### src/rtl/pmod_serial_tx.sv
// Serial transmitter for the board-to-board PMOD link: byte in over valid/ready,
// framed LSB-first bit stream out with a mid-bit sampling clock and frame strobe.
module pmod_serial_tx #(
   parameter int unsigned CLKS_PER_BIT = 2,
   parameter bit          PARITY_EN    = 1'b0
) (
   input  logic       i_Clk,
   input  logic       i_Rst_L,
   input  logic       i_Valid,
   input  logic [7:0] i_Data,
   output logic       o_Ready,
   output logic       o_Done,
   output logic       o_PMOD_Data,
   output logic       o_PMOD_Clk,
   output logic       o_PMOD_Frame
);

   localparam int unsigned CntW = (CLKS_PER_BIT > 1) ? $clog2(CLKS_PER_BIT) : 1;
   localparam logic [CntW-1:0] CntLast = CntW'(CLKS_PER_BIT - 1);
   localparam logic [CntW-1:0] CntHalf = CntW'(CLKS_PER_BIT / 2);

   localparam logic [2:0] StIdle   = 3'd0;
   localparam logic [2:0] StStart  = 3'd1;
   localparam logic [2:0] StData   = 3'd2;
   localparam logic [2:0] StParity = 3'd3;
   localparam logic [2:0] StStop   = 3'd4;

   logic [2:0]      state_q, state_d;
   logic [CntW-1:0] cnt_q, cnt_d;
   logic [2:0]      idx_q, idx_d;
   logic [7:0]      shift_q, shift_d;
   logic            par_q, par_d;
   logic            bit_end;

   logic ready_q, ready_d;
   logic done_q, done_d;
   logic line_q, line_d;
   logic bclk_q, bclk_d;
   logic frame_q, frame_d;

   always_comb begin
      state_d = state_q;
      cnt_d   = cnt_q;
      idx_d   = idx_q;
      shift_d = shift_q;
      par_d   = par_q;
      bit_end = (cnt_q == CntLast);

      if (state_q == StIdle) begin
         if (i_Valid) begin
            state_d = StStart;
            cnt_d   = '0;
            idx_d   = '0;
            shift_d = i_Data;
            par_d   = ^i_Data;
         end
      end else begin
         cnt_d = bit_end ? '0 : cnt_q + 1'b1;
         if (bit_end) begin
            case (state_q)
               StStart:  state_d = StData;
               StData: begin
                  if (idx_q == 3'd7) begin
                     state_d = PARITY_EN ? StParity : StStop;
                  end else begin
                     idx_d   = idx_q + 1'b1;
                     shift_d = {1'b0, shift_q[7:1]};
                  end
               end
               StParity: state_d = StStop;
               StStop:   state_d = StIdle;
               default:  state_d = StIdle;
            endcase
         end
      end
   end

   // Outputs are decoded from next state so the registers track the current state exactly.
   always_comb begin
      case (state_d)
         StStart:  line_d = 1'b0;
         StData:   line_d = shift_d[0];
         StParity: line_d = par_d;
         default:  line_d = 1'b1;
      endcase
      bclk_d  = (state_d != StIdle) && (cnt_d >= CntHalf);
      frame_d = (state_d == StData) || (state_d == StParity);
      ready_d = (state_d == StIdle);
      done_d  = (state_d == StStop) && (cnt_d == CntLast);
   end

   always_ff @(posedge i_Clk or negedge i_Rst_L) begin
      if (!i_Rst_L) begin
         state_q <= StIdle;
         cnt_q   <= '0;
         idx_q   <= '0;
         shift_q <= '0;
         par_q   <= 1'b0;
         ready_q <= 1'b1;
         done_q  <= 1'b0;
         line_q  <= 1'b1;
         bclk_q  <= 1'b0;
         frame_q <= 1'b0;
      end else begin
         state_q <= state_d;
         cnt_q   <= cnt_d;
         idx_q   <= idx_d;
         shift_q <= shift_d;
         par_q   <= par_d;
         ready_q <= ready_d;
         done_q  <= done_d;
         line_q  <= line_d;
         bclk_q  <= bclk_d;
         frame_q <= frame_d;
      end
   end

   assign o_Ready      = ready_q;
   assign o_Done       = done_q;
   assign o_PMOD_Data  = line_q;
   assign o_PMOD_Clk   = bclk_q;
   assign o_PMOD_Frame = frame_q;

endmodule

### config.mk
export PLATFORM = sky130hd
export DESIGN_NAME = pmod_serial_tx
export DESIGN_NICKNAME = d
export VERILOG_FILES = /design/src/rtl/pmod_serial_tx.sv
export SDC_FILE = /design/constraint.sdc
export NUM_CORES = 1
export LEC_CHECK = 0
export ABC_CLOCK_PERIOD_IN_PS = 2100
export BUFFER_PORTS_ARGS = -buffer_cell sky130_fd_sc_hd__buf_2
export CORE_ASPECT_RATIO = 1.25
export CORE_MARGIN = 3
export CORE_UTILIZATION = 54
export CTS_CLUSTER_SIZE = 25
export DETAILED_ROUTE_END_ITERATION = 16
export PLACE_DENSITY = 0.83
export SYNTH_ARGS = -nofsm -noshare
export SYNTH_HDL_FRONTEND = slang
export SYNTH_SLANG_ARGS = --single-unit
### constraint.sdc
create_clock -name i_Clk -period 2.1 [get_ports i_Clk]
set_input_delay 0.315 -clock i_Clk [delete_from_list [all_inputs] [get_ports i_Clk]]
set_output_delay 0.315 -clock i_Clk [all_outputs]
set_load 0.02 [all_outputs]
* Word-level counts from Yosys, hierarchy flattened
Cells that the tools add are included.
Storage, ports and cells: register bits after elaboration 21, bits of input ports 11, output and inout port bits 5, logic and storage cells 55
Cells by class: add/sub/neg operators 2, order comparisons 1, equality and inequality tests 10, multiplexer cells 21, reductions and logical operators 10
Operators with widths (count):
- 8-bit two-way mux | 5
- 3-bit two-way mux | 9
- 3-bit by 2-bit == test with 1-bit output, second input constant | 4
- 3-bit case mux with 3 select lines | 1
- 8-bit parity | 1
- 3-bit by 1-bit == test with 1-bit output, second input constant | 2
- 3-bit == test, second input constant | 2
- 3-bit logical NOT | 2
- 1-bit two-way mux | 5
- 2-bit != test, second input constant | 2
- 4-bit AND reduction | 1
- 2-bit nonzero test | 2
- 3-bit by 1-bit adder with 3-bit output, second input constant | 1
- 1-bit case mux with 3 select lines | 1
- 3-bit nonzero test | 1
- 1-bit logical AND | 2
- 1-bit adder, second input constant | 1
- 1-bit greater-or-equal comparator, second input constant | 1
- 1-bit logical OR | 1

* Longest topological paths before layout
Gate-level depths: netlist (run 1).
depth after elaboration 7, gate-level depth with buffers 7

* Least setup slack after synthesis (run 1)
OpenSTA, ideal clock, no wires.
path kind register to register, start point reg idx_q[0], end point reg shift_q[1], library setup time 127 ps, data arrival time 1602 ps, path slack 370 ps, cell stages (with the launch flop) 8, buffers on the path 1, period minus slack after synthesis 1730 ps, cells stage by stage dfrtp_1 ha_1 ha_1 nand3b_1 a211o_1 clkbuf_1 a222oi_1 inv_1
On the way: longest elaborated chain between the ends 3
RTL lines:
- from (decl) | RTL line 30 | logic [2:0] idx_q, idx_d;
- from (signal assigned) | RTL line 107 | idx_q <= idx_d;
- 3-bit == test | RTL line 63 | if (idx_q == 3'd7) begin
- 2-bit != test (no line)
- 4-bit AND reduction (no line)
- to (signal assigned) | RTL line 108 | shift_q <= shift_d;
- to (decl) | RTL line 31 | logic [7:0] shift_q, shift_d;
Every way passes these cells. A chain may end at the register's enable or synchronous reset.

* Final worst setup path (run 1)
start point reg idx_q[0], end point reg shift_q[2]
Same word-level chain as after synthesis.

==> impl_metrics.ini, run 1 <==
[outcome]
outcome = finished, final reports clean

[die]
io_pins = 16
core-area_um2 = 1660
chipWidth_um = 44.8
dieHeight_um = 54.5
rows = 16
fp.dieArea_um2 = 2440
initial_core_util = 0.612

[clocking]
htreeDepth = 1
clock_insertion_delay_worst_skew_ps = 300
cts_sink_cnt = 21
tritoncts.num_buffers = 3
clock-root-buffer = sky130_fd_sc_hd__clkbuf_4
cts_tree = done
max-clock-path-buffers = 2
post_cts_resize_count = 0
clock_pin_slew_on_the_worst_setup_and_hold_paths_ps = 110

[place]
dp_slack_ps = 291
dp.final_hpwl_um = 1330
buffer_ports.inserted = 15
placed_cell_area_um2 = 1090
place.gp.congestion = 0.760

[logic_synthesis]
synth_compound_area_frac = 0.202
synth.most_common_cell = sky130_fd_sc_hd__dfrtp_1
yosys-mux-area-fraction = 0
synth.area.top_cells = sky130_fd_sc_hd__dfrtp_1 (47%), sky130_fd_sc_hd__a222oi_1 (6.9%), sky130_fd_sc_hd__xnor2_1 (6.0%)
post_synthesis_xor_xnor_area_fraction = 0.0603
synthDistinctLibCells = 34
post_synth_inst_count = 90
synth_nets = 103
synth_seq_cells = 21
syn_area_per_cell_um2 = 11.3
yosysTopAreaCell = sky130_fd_sc_hd__dfrtp_1
synth-edff-count = 0
synth_simple_gate_area_frac = 0.125
synth-main-ff-cell = sky130_fd_sc_hd__dfrtp_1
synth-adder-area-share = 0.0246
syn-cell-area_um2 = 1020
synth_seq_area_share = 0.519
largest_family_of_logic_cells_by_synthesized_area = compound AO/OA/AOI/OAI gates
synth-warning-count = 0
synthDominantCellAreaShare = 0.467
ys_top_cells_by_count = sky130_fd_sc_hd__dfrtp_1 (19), sky130_fd_sc_hd__inv_1 (9), sky130_fd_sc_hd__a222oi_1 (7), sky130_fd_sc_hd__xnor2_1 (7), sky130_fd_sc_hd__nor2_1 (6)
async_reset_ff_frac = 1.00

[grt]
grt_pass1_vias = 724
grt_pass1_wl_um = 3090
overflow = 0
grt_max_degree = 22
number_of_antenna_violations_at_the_first_check_in_global_routing = 0
grt.total_usage = 0.177

[route]
drtPass1Iterations = 6
drt-initial-drc-count = 25
drc = 0
final_antenna_net_count = 0
postRouteWirelength_um = 1820
avgRoutedWirePerCell_um = 14.8
vias_per_cell = 6.26
via_count = 770

[power]
report.power.total_mw = 1.66
p_leak_nw = 0.569
max-vdd-ir-drop_v = 0.000607
power-per-cell-area_nw_per_um2 = 1470

[timing]
finalMaxSlewViolations = 0
endpoints_failing_setup = 0
worstMarginPinSlew_ps = 453
post-route-period-util = 0.865
skew_ps = 1.41
setup_slack_ps = 282
fmax_ghz = 0.550
max-slew-margin-rel = 0.698
timing_hold_violations_final = 0
rsz_0062_raised_after_global_routing = no
timing.setup.tns_ps = 0
fin_crit_ps = 1820

[layout]
antenna_cells_inserted = 0
multi_input_gate_area_in_the_final_layout_um2 = 419
regArea_um2 = 528
finalInstanceArea_um2 = 1120
fillers = 133
finish.net_count = 119
share_of_final_layout_standard_cells_stronger_than_drive_strength_1 = 0.248
synthToLayoutAreaGrowth_pct = 10.5

[worst_hold_path]
worst_hold_path.num_cells = 2
min_path_type = in -> reg

[flow_run]
drv.max_cap_violation_count = 0

[worst_setup_path]
critPathCaptureType = flip-flop
timing_worst_setup_path_type = reg -> reg
cp_data_arrival_time_ps = 2010
startpoint_type = flip-flop
timing.reg2reg.worst_path_depth = 6
critical_path.max_fanout = 10
worstPathRequired_ps = 2290
cell type report:
cell class | count | share of cell area
clock inverter | 1 | 0.00445
clock buffer | 3 | 0.0200
tap | 18 | 0.0200
inverter | 9 | 0.0301
multi-input combinational | 54 | 0.373
sequential | 21 | 0.470
timing repair buffer | 17 | 0.0824
repair_timing:
item,in CTS,in global routing
hold buffers,1,0
buffers inserted,0,0
endpoints found under the hold margin,19,0
worst max-delay path, stage by stage, from the launching register on:
cell	delay, ps
sky130_fd_sc_hd__dfrtp_1	410
sky130_fd_sc_hd__ha_1	200
sky130_fd_sc_hd__ha_1	210
sky130_fd_sc_hd__nand3b_1	160
sky130_fd_sc_hd__a211o_1	400
sky130_fd_sc_hd__a222oi_1	250
sky130_fd_sc_hd__inv_1	70
where the power goes:
group          internal [mW]  total (mW)  switching (mW)
Clock                 0.0711       0.188           0.117
Combinational          0.324       0.676           0.352
Sequential             0.591       0.791           0.200
cell usage in the layout (no fill, tap or decap), drive strengths merged, types with 2 or more instances in the layout:
| cell | instances |
|---|---|
| a21o | 2 |
| a21oi | 2 |
| a222oi | 7 |
| a22o | 3 |
| buf | 16 |
| clkbuf | 3 |
| dfrtp | 19 |
| dfstp | 2 |
| ha | 2 |
| inv | 9 |
| nand2 | 3 |
| nand2b | 2 |
| nand3b | 2 |
| nor2 | 6 |
| nor3 | 2 |
| nor4b | 2 |
| o21ai | 2 |
| o31ai | 2 |
| xnor2 | 7 |
registers in the layout, summed over array words and instances (netlist names):
signal,flops
bit_end,1
idx_q,3
o_Done,1
o_PMOD_Clk,1
o_PMOD_Data,1
o_PMOD_Frame,1
o_Ready,1
par_q,1
shift_q,8
state_q,3
path summary, 6_finish.rpt:
check	startpoint	to	slack [ps]
max reg2reg	idx_q[0]$_DFFE_PN0P_	shift_q[2]$_DFFE_PN0P_	280
max in group asynchronous	i_Rst_L	o_Ready$_DFF_PN1_	1300
min in group asynchronous	i_Rst_L	state_q[1]$_DFF_PN0_	470
min reg2reg	shift_q[6]$_DFFE_PN0P_	shift_q[6]$_DFFE_PN0P_	510
min	i_Data[7]	shift_q[7]$_DFFE_PN0P_	260
max	idx_q[0]$_DFFE_PN0P_	shift_q[2]$_DFFE_PN0P_	280
through the flow:
step,hold WS (ps),util,instances
2_1_floorplan,19.4,-,90
3_3_place_gp,279,0.654,118
3_5_place_dp,282,0.654,118
4_1_cts,251,0.676,123
5_1_grt,249,0.676,123
6_report,260,0.676,123
cell families after synthesis:
group / after synthesis
XOR/XNOR: 7
flip-flops: 21
adder cells (fa/ha/maj): 2
AO/OA/AOI/OAI: 24
buffers and inverters: 15
AND/OR/NAND/NOR: 21
routing by layer:
layer  vias to the layer above  global-route usage  wire [µm]
li1                        359                   -          -
met1                       376               0.197        745
met2                        30               0.323        917
met3                         5              0.0296        110
met4                         0              0.0878         42
met5                         -                   0          0
No activity file was read; power rests on OpenSTA's default activity.
==> run 2: changes to the inputs <==
CELL_PAD_IN_SITES_DETAIL_PLACEMENT = 0   (was not set)
CELL_PAD_IN_SITES_GLOBAL_PLACEMENT = 2   (was not set)
CORE_UTILIZATION = 35   (was 54)
HOLD_SLACK_MARGIN = 0.06   (was not set)
PLACE_DENSITY = 0.82   (was 0.83)
==> run 2 against run 1 <==
  * Highest routed layer is now met3
  * Worst hold slack improved by 4.1 ps
  * Final area rose by 1.7%
  * Register-to-register slack got worse by 80 ps
==> impl_metrics.ini, run 2 (synthesis results as in run 1) <==
[outcome]
outcome = finished, final reports clean

[timing]
max-slew-margin-rel = 0.685
endpoints_failing_setup = 0
timing.setup.tns_ps = 0
skew_ps = 4.72
worstMarginPinSlew_ps = 472
finalMaxSlewViolations = 0
fmax_ghz = 0.526
fin_crit_ps = 1900
rsz_0062_raised_after_global_routing = no
post-route-period-util = 0.905
timing_hold_violations_final = 0

[clocking]
clock_pin_slew_on_the_worst_setup_and_hold_paths_ps = 120
cts_sink_cnt = 21
tritoncts.num_buffers = 3
post-cts-setup-buffer-count = 0
clock_insertion_delay_worst_skew_ps = 300
htreeDepth = 1
clock-root-buffer = sky130_fd_sc_hd__clkbuf_4
max-clock-path-buffers = 2
cts_tree = done

[power]
pwr-share-comb = 0.408
p_sw_uw = 674
internal_power_consumption_uw = 989
power-per-cell-area_nw_per_um2 = 1460
max-vdd-ir-drop_v = 0.000619
switching_part_of_the_total_power = 0.405
clock_network_fraction_of_total_power = 0.116
pwr-share-seq = 0.476
p_leak_nw = 0.566

[layout]
finish.net_count = 119
multi_input_gate_area_in_the_final_layout_um2 = 419
layout_common_cells = sky130_fd_sc_hd__dfrtp_1 (19), sky130_fd_sc_hd__buf_2 (15), sky130_fd_sc_hd__inv_1 (9)
share_of_final_layout_standard_cells_stronger_than_drive_strength_1 = 0.238
antenna_cells_inserted = 0
final-instance-count-excl-fill = 139
top_register = shift_q
most_common_library_cell_in_the_layout_ignoring_fill_and_taps = sky130_fd_sc_hd__dfrtp_1
synthToLayoutAreaGrowth_pct = 12.3
fillers = 281
regArea_um2 = 528
largestRegisters = shift_q: 8 flops, idx_q: 3 flops, state_q: 3 flops
largest_register_ff_count = 8

[die]
io_pins = 16
dieHeight_um = 66.3
core-area_um2 = 2730
rows = 21
chipWidth_um = 54.2
initial_core_util = 0.372
fp.dieArea_um2 = 3590

[worst_setup_path]
rrSetupSlack_ps = 200
timing_worst_setup_path_type = reg -> reg
critical_path.max_fanout = 4
startpoint_type = flip-flop
worstPathRequired_ps = 2340
cp_data_arrival_time_ps = 2140
critPathCaptureType = flip-flop

[route]
drc = 0
postRouteWirelength_um = 1990
avgRoutedWirePerCell_um = 14.3
drtPass1Iterations = 4
vias_per_cell = 5.32
drt-initial-drc-count = 30
final_antenna_net_count = 0
via_count = 739

[flow_run]
drv.max_cap_violation_count = 0

[place]
place.gp.congestion = 0.746
dp.final_hpwl_um = 1430
buffer_ports.inserted = 15
dp.cells = 134

[grt]
overflow = 0
grt.total_usage = 0.126
grt_pass1_vias = 783
grt_pass1_wl_um = 3320
grt_max_degree = 22
number_of_antenna_violations_at_the_first_check_in_global_routing = 0

[worst_hold_path]
min_path_type = in -> reg
[run 2: changes by cell type in the layout (fill, tap and decap cells not counted), sizes merged]
cell | before | now
clkbuf | 3 | 4
clkinv | 1 | 0
[run 2: power by group through the flow]
stage	clock network [mW]	registers, mW	logic (mW)
floorplan	0	0.736	0.599
detailed placement	0	0.801	0.693
finish	0.193	0.791	0.679
global placement	0	0.802	0.679
CTS	0.202	0.793	0.696
global route	0.220	0.819	0.785
[run 2: what timing repair did]
item	4_1_cts	5_1_grt
hold buffers	1	0
endpoints found under the hold margin	19	0
gates resized for setup	0	0
[run 2: through the flow]
stage / power (mW) / hold slack, ps / util / cell area [µm²] / setup slack [ps]
floorplan: 1.34 / 19.4 / - / 1020 / 370
global route: 1.82 / 246 / 0.418 / 1140 / 122
detailed placement: 1.49 / 293 / 0.405 / 1110 / 235
finish: 1.66 / 264 / 0.418 / 1140 / 200
global placement: 1.48 / 295 / 0.405 / 1110 / 240
CTS: 1.69 / 252 / 0.418 / 1140 / 206
[run 2: area by class of cell]
class,instances,area share
sequential,21,0.462
multi-input combinational,54,0.367
timing repair buffer,17,0.0811
tap,34,0.0372
inverter,9,0.0296
clock buffer,4,0.0230
[run 2: worst max-delay path, cell delays in order, from the launching register on]
cell and delay, ps:
sky130_fd_sc_hd__dfrtp_1 410, sky130_fd_sc_hd__ha_1 200, sky130_fd_sc_hd__ha_1 210, sky130_fd_sc_hd__o31ai_1 270, sky130_fd_sc_hd__a32oi_1 130, sky130_fd_sc_hd__a222oi_1 360, sky130_fd_sc_hd__a21bo_1 250
[run 2: metal layers]
metal	global-route usage	vias up	share of wire
met2	0.211	27	0.50
li1	-	356	-
met5	0	-	0
met3	0.0226	0	0.057
met4	0.0467	0	0
met1	0.155	356	0.44
[run 2: path summary, 6_finish.rpt]
kind                                         from                endpoint  cells after the start
setup / recovery             idx_q[0]$_DFFE_PN0P_   o_PMOD_Data$_DFF_PN1_                      6
max in group asynchronous                 i_Rst_L       o_Ready$_DFF_PN1_                      2
setup reg to reg             idx_q[0]$_DFFE_PN0P_   o_PMOD_Data$_DFF_PN1_                      6
hold / removal                          i_Data[7]  shift_q[7]$_DFFE_PN0P_                      2
min in group asynchronous                 i_Rst_L  o_PMOD_Frame$_DFF_PN0_                      2
hold reg to reg            shift_q[4]$_DFFE_PN0P_  shift_q[4]$_DFFE_PN0P_                      2
==> run 3: changes to the inputs <==
PLACE_DENSITY = 0.76   (was 0.82)
REMOVE_ABC_BUFFERS = 1   (was not set)
==> run 3 against run 2 <==
  * Worst hold slack improved by 0.83 ps
  * Worst setup slack better by 79 ps
  * Wire length is 1.7% lower
  * Clock skew up 1.6 ps
  * Largest power group unchanged
==> impl_metrics.ini, run 3 (synthesis results as in run 1) <==
[timing]
worstMarginPinSlew_ps = 475
endpoints_failing_setup = 0
finalMaxSlewViolations = 0
fmax_ghz = 0.549
skew_ps = 6.30
timing_hold_violations_final = 0
hold-worst-slack_ps = 264
fin_crit_ps = 1820
rsz_0062_raised_after_global_routing = no
post-route-period-util = 0.867
timing.setup.tns_ps = 0
max-slew-margin-rel = 0.683

[route]
drt-initial-drc-count = 39
via_count = 737
drc = 0
postRouteWirelength_um = 1960
drtPass1Iterations = 8
final_antenna_net_count = 0
avgRoutedWirePerCell_um = 14.1
vias_per_cell = 5.30

[power]
clock_network_fraction_of_total_power = 0.116
p_leak_nw = 0.566
power-per-cell-area_nw_per_um2 = 1450
pwr-share-comb = 0.408
report.power.total_mw = 1.66
pwr-share-seq = 0.476
switching_part_of_the_total_power = 0.405
internal_power_consumption_uw = 988
max-vdd-ir-drop_v = 0.000536
p_sw_uw = 672

[clocking]
cts_tree = done
post_cts_resize_count = 0
cts_sink_cnt = 21
clock_insertion_delay_worst_skew_ps = 300
clock-root-buffer = sky130_fd_sc_hd__clkbuf_4
clock_pin_slew_on_the_worst_setup_and_hold_paths_ps = 120
tritoncts.num_buffers = 3
cts-hold-fix-buffers = 1
htreeDepth = 1
post-cts-setup-buffer-count = 0
max-clock-path-buffers = 2

[die]
io_pins = 16
initial_core_util = 0.372
core-area_um2 = 2730
fp.dieArea_um2 = 3590
chipWidth_um = 54.2
dieHeight_um = 66.3
rows = 21

[layout]
largest_register_ff_count = 8
layout_common_cells = sky130_fd_sc_hd__dfrtp_1 (19), sky130_fd_sc_hd__buf_2 (15), sky130_fd_sc_hd__inv_1 (9)
finish.net_count = 119
multi_input_gate_area_in_the_final_layout_um2 = 419
antenna_cells_inserted = 0
top_register = shift_q
share_of_final_layout_standard_cells_stronger_than_drive_strength_1 = 0.238
regArea_um2 = 528
synthToLayoutAreaGrowth_pct = 12.3
most_common_library_cell_in_the_layout_ignoring_fill_and_taps = sky130_fd_sc_hd__dfrtp_1
fillers = 289
largestRegisters = shift_q: 8 flops, idx_q: 3 flops, state_q: 3 flops

[worst_setup_path]
timing_worst_setup_path_type = reg -> reg
critical_path.max_fanout = 10
rrSetupSlack_ps = 280
startpoint_type = flip-flop
critPathCaptureType = flip-flop
worstPathRequired_ps = 2290
timing.reg2reg.worst_path_depth = 6
cp_data_arrival_time_ps = 2010

[place]
place.gp.congestion = 0.689
dp.final_hpwl_um = 1400
buffer_ports.inserted = 15

[grt]
grt_pass1_wl_um = 3660
overflow = 0
grt_pass1_vias = 767
number_of_antenna_violations_at_the_first_check_in_global_routing = 0
grt_max_degree = 22
grt.total_usage = 0.138

[worst_hold_path]
worst_hold_path.num_cells = 2
min_path_type = in -> reg

[outcome]
outcome = finished, final reports clean

[flow_run]
drv.max_cap_violation_count = 0
## run 3: worst paths after layout
path | start | endpoint
max | idx_q[0]$_DFFE_PN0P_ | shift_q[4]$_DFFE_PN0P_
min | i_Data[7] | shift_q[7]$_DFFE_PN0P_
max reg2reg | idx_q[0]$_DFFE_PN0P_ | shift_q[4]$_DFFE_PN0P_
min reg2reg | shift_q[3]$_DFFE_PN0P_ | shift_q[3]$_DFFE_PN0P_
max in group asynchronous | i_Rst_L | o_Ready$_DFF_PN1_
min in group asynchronous | i_Rst_L | shift_q[0]$_DFF_PN0_
## run 3: per-layer routing
layer | track usage | vias up | part of all wire
li1 | - | 357 | -
met1 | 0.188 | 365 | 0.44
met2 | 0.219 | 13 | 0.51
met3 | 0.0203 | 2 | 0.042
met4 | 0.0467 | 0 | 0.0077
met5 | 0 | - | 0
## run 3: critical path, cell delays in order (launching register included)
cell and delay, ps:
sky130_fd_sc_hd__dfrtp_1 410, sky130_fd_sc_hd__ha_1 200, sky130_fd_sc_hd__ha_1 200, sky130_fd_sc_hd__nand3b_1 170
sky130_fd_sc_hd__a211o_1 410, sky130_fd_sc_hd__a222oi_1 270, sky130_fd_sc_hd__inv_1 70
## run 3: final cells by class
type,instances,area share
inverter,9,0.0296
multi-input combinational,54,0.367
tap,34,0.0372
sequential,21,0.462
timing repair buffer,17,0.0811
clock buffer,4,0.0230
## run 3: power by group through the flow
stage          combinational, mW  clock (mW)  sequential [mW]
2_1_floorplan              0.478           0            0.798
3_3_place_gp               0.680           0            0.808
3_5_place_dp               0.691           0            0.798
4_1_cts                    0.692       0.204            0.791
5_1_grt                    0.786       0.225            0.828
6_report                   0.678       0.192            0.790
## run 3: through the flow
| stage | instance area [µm²] | setup slack [ps] | utilization | cells |
|---|---|---|---|---|
| 6_report | 1140 | 278 | 0.418 | 139 |
| 5_1_grt | 1140 | 117 | 0.418 | 139 |
| 4_1_cts | 1140 | 243 | 0.418 | 139 |
| 3_5_place_dp | 1110 | 270 | 0.405 | 134 |
| 3_3_place_gp | 1110 | 290 | 0.405 | 134 |
| 2_1_floorplan | 981 | 431 | - | 84 |
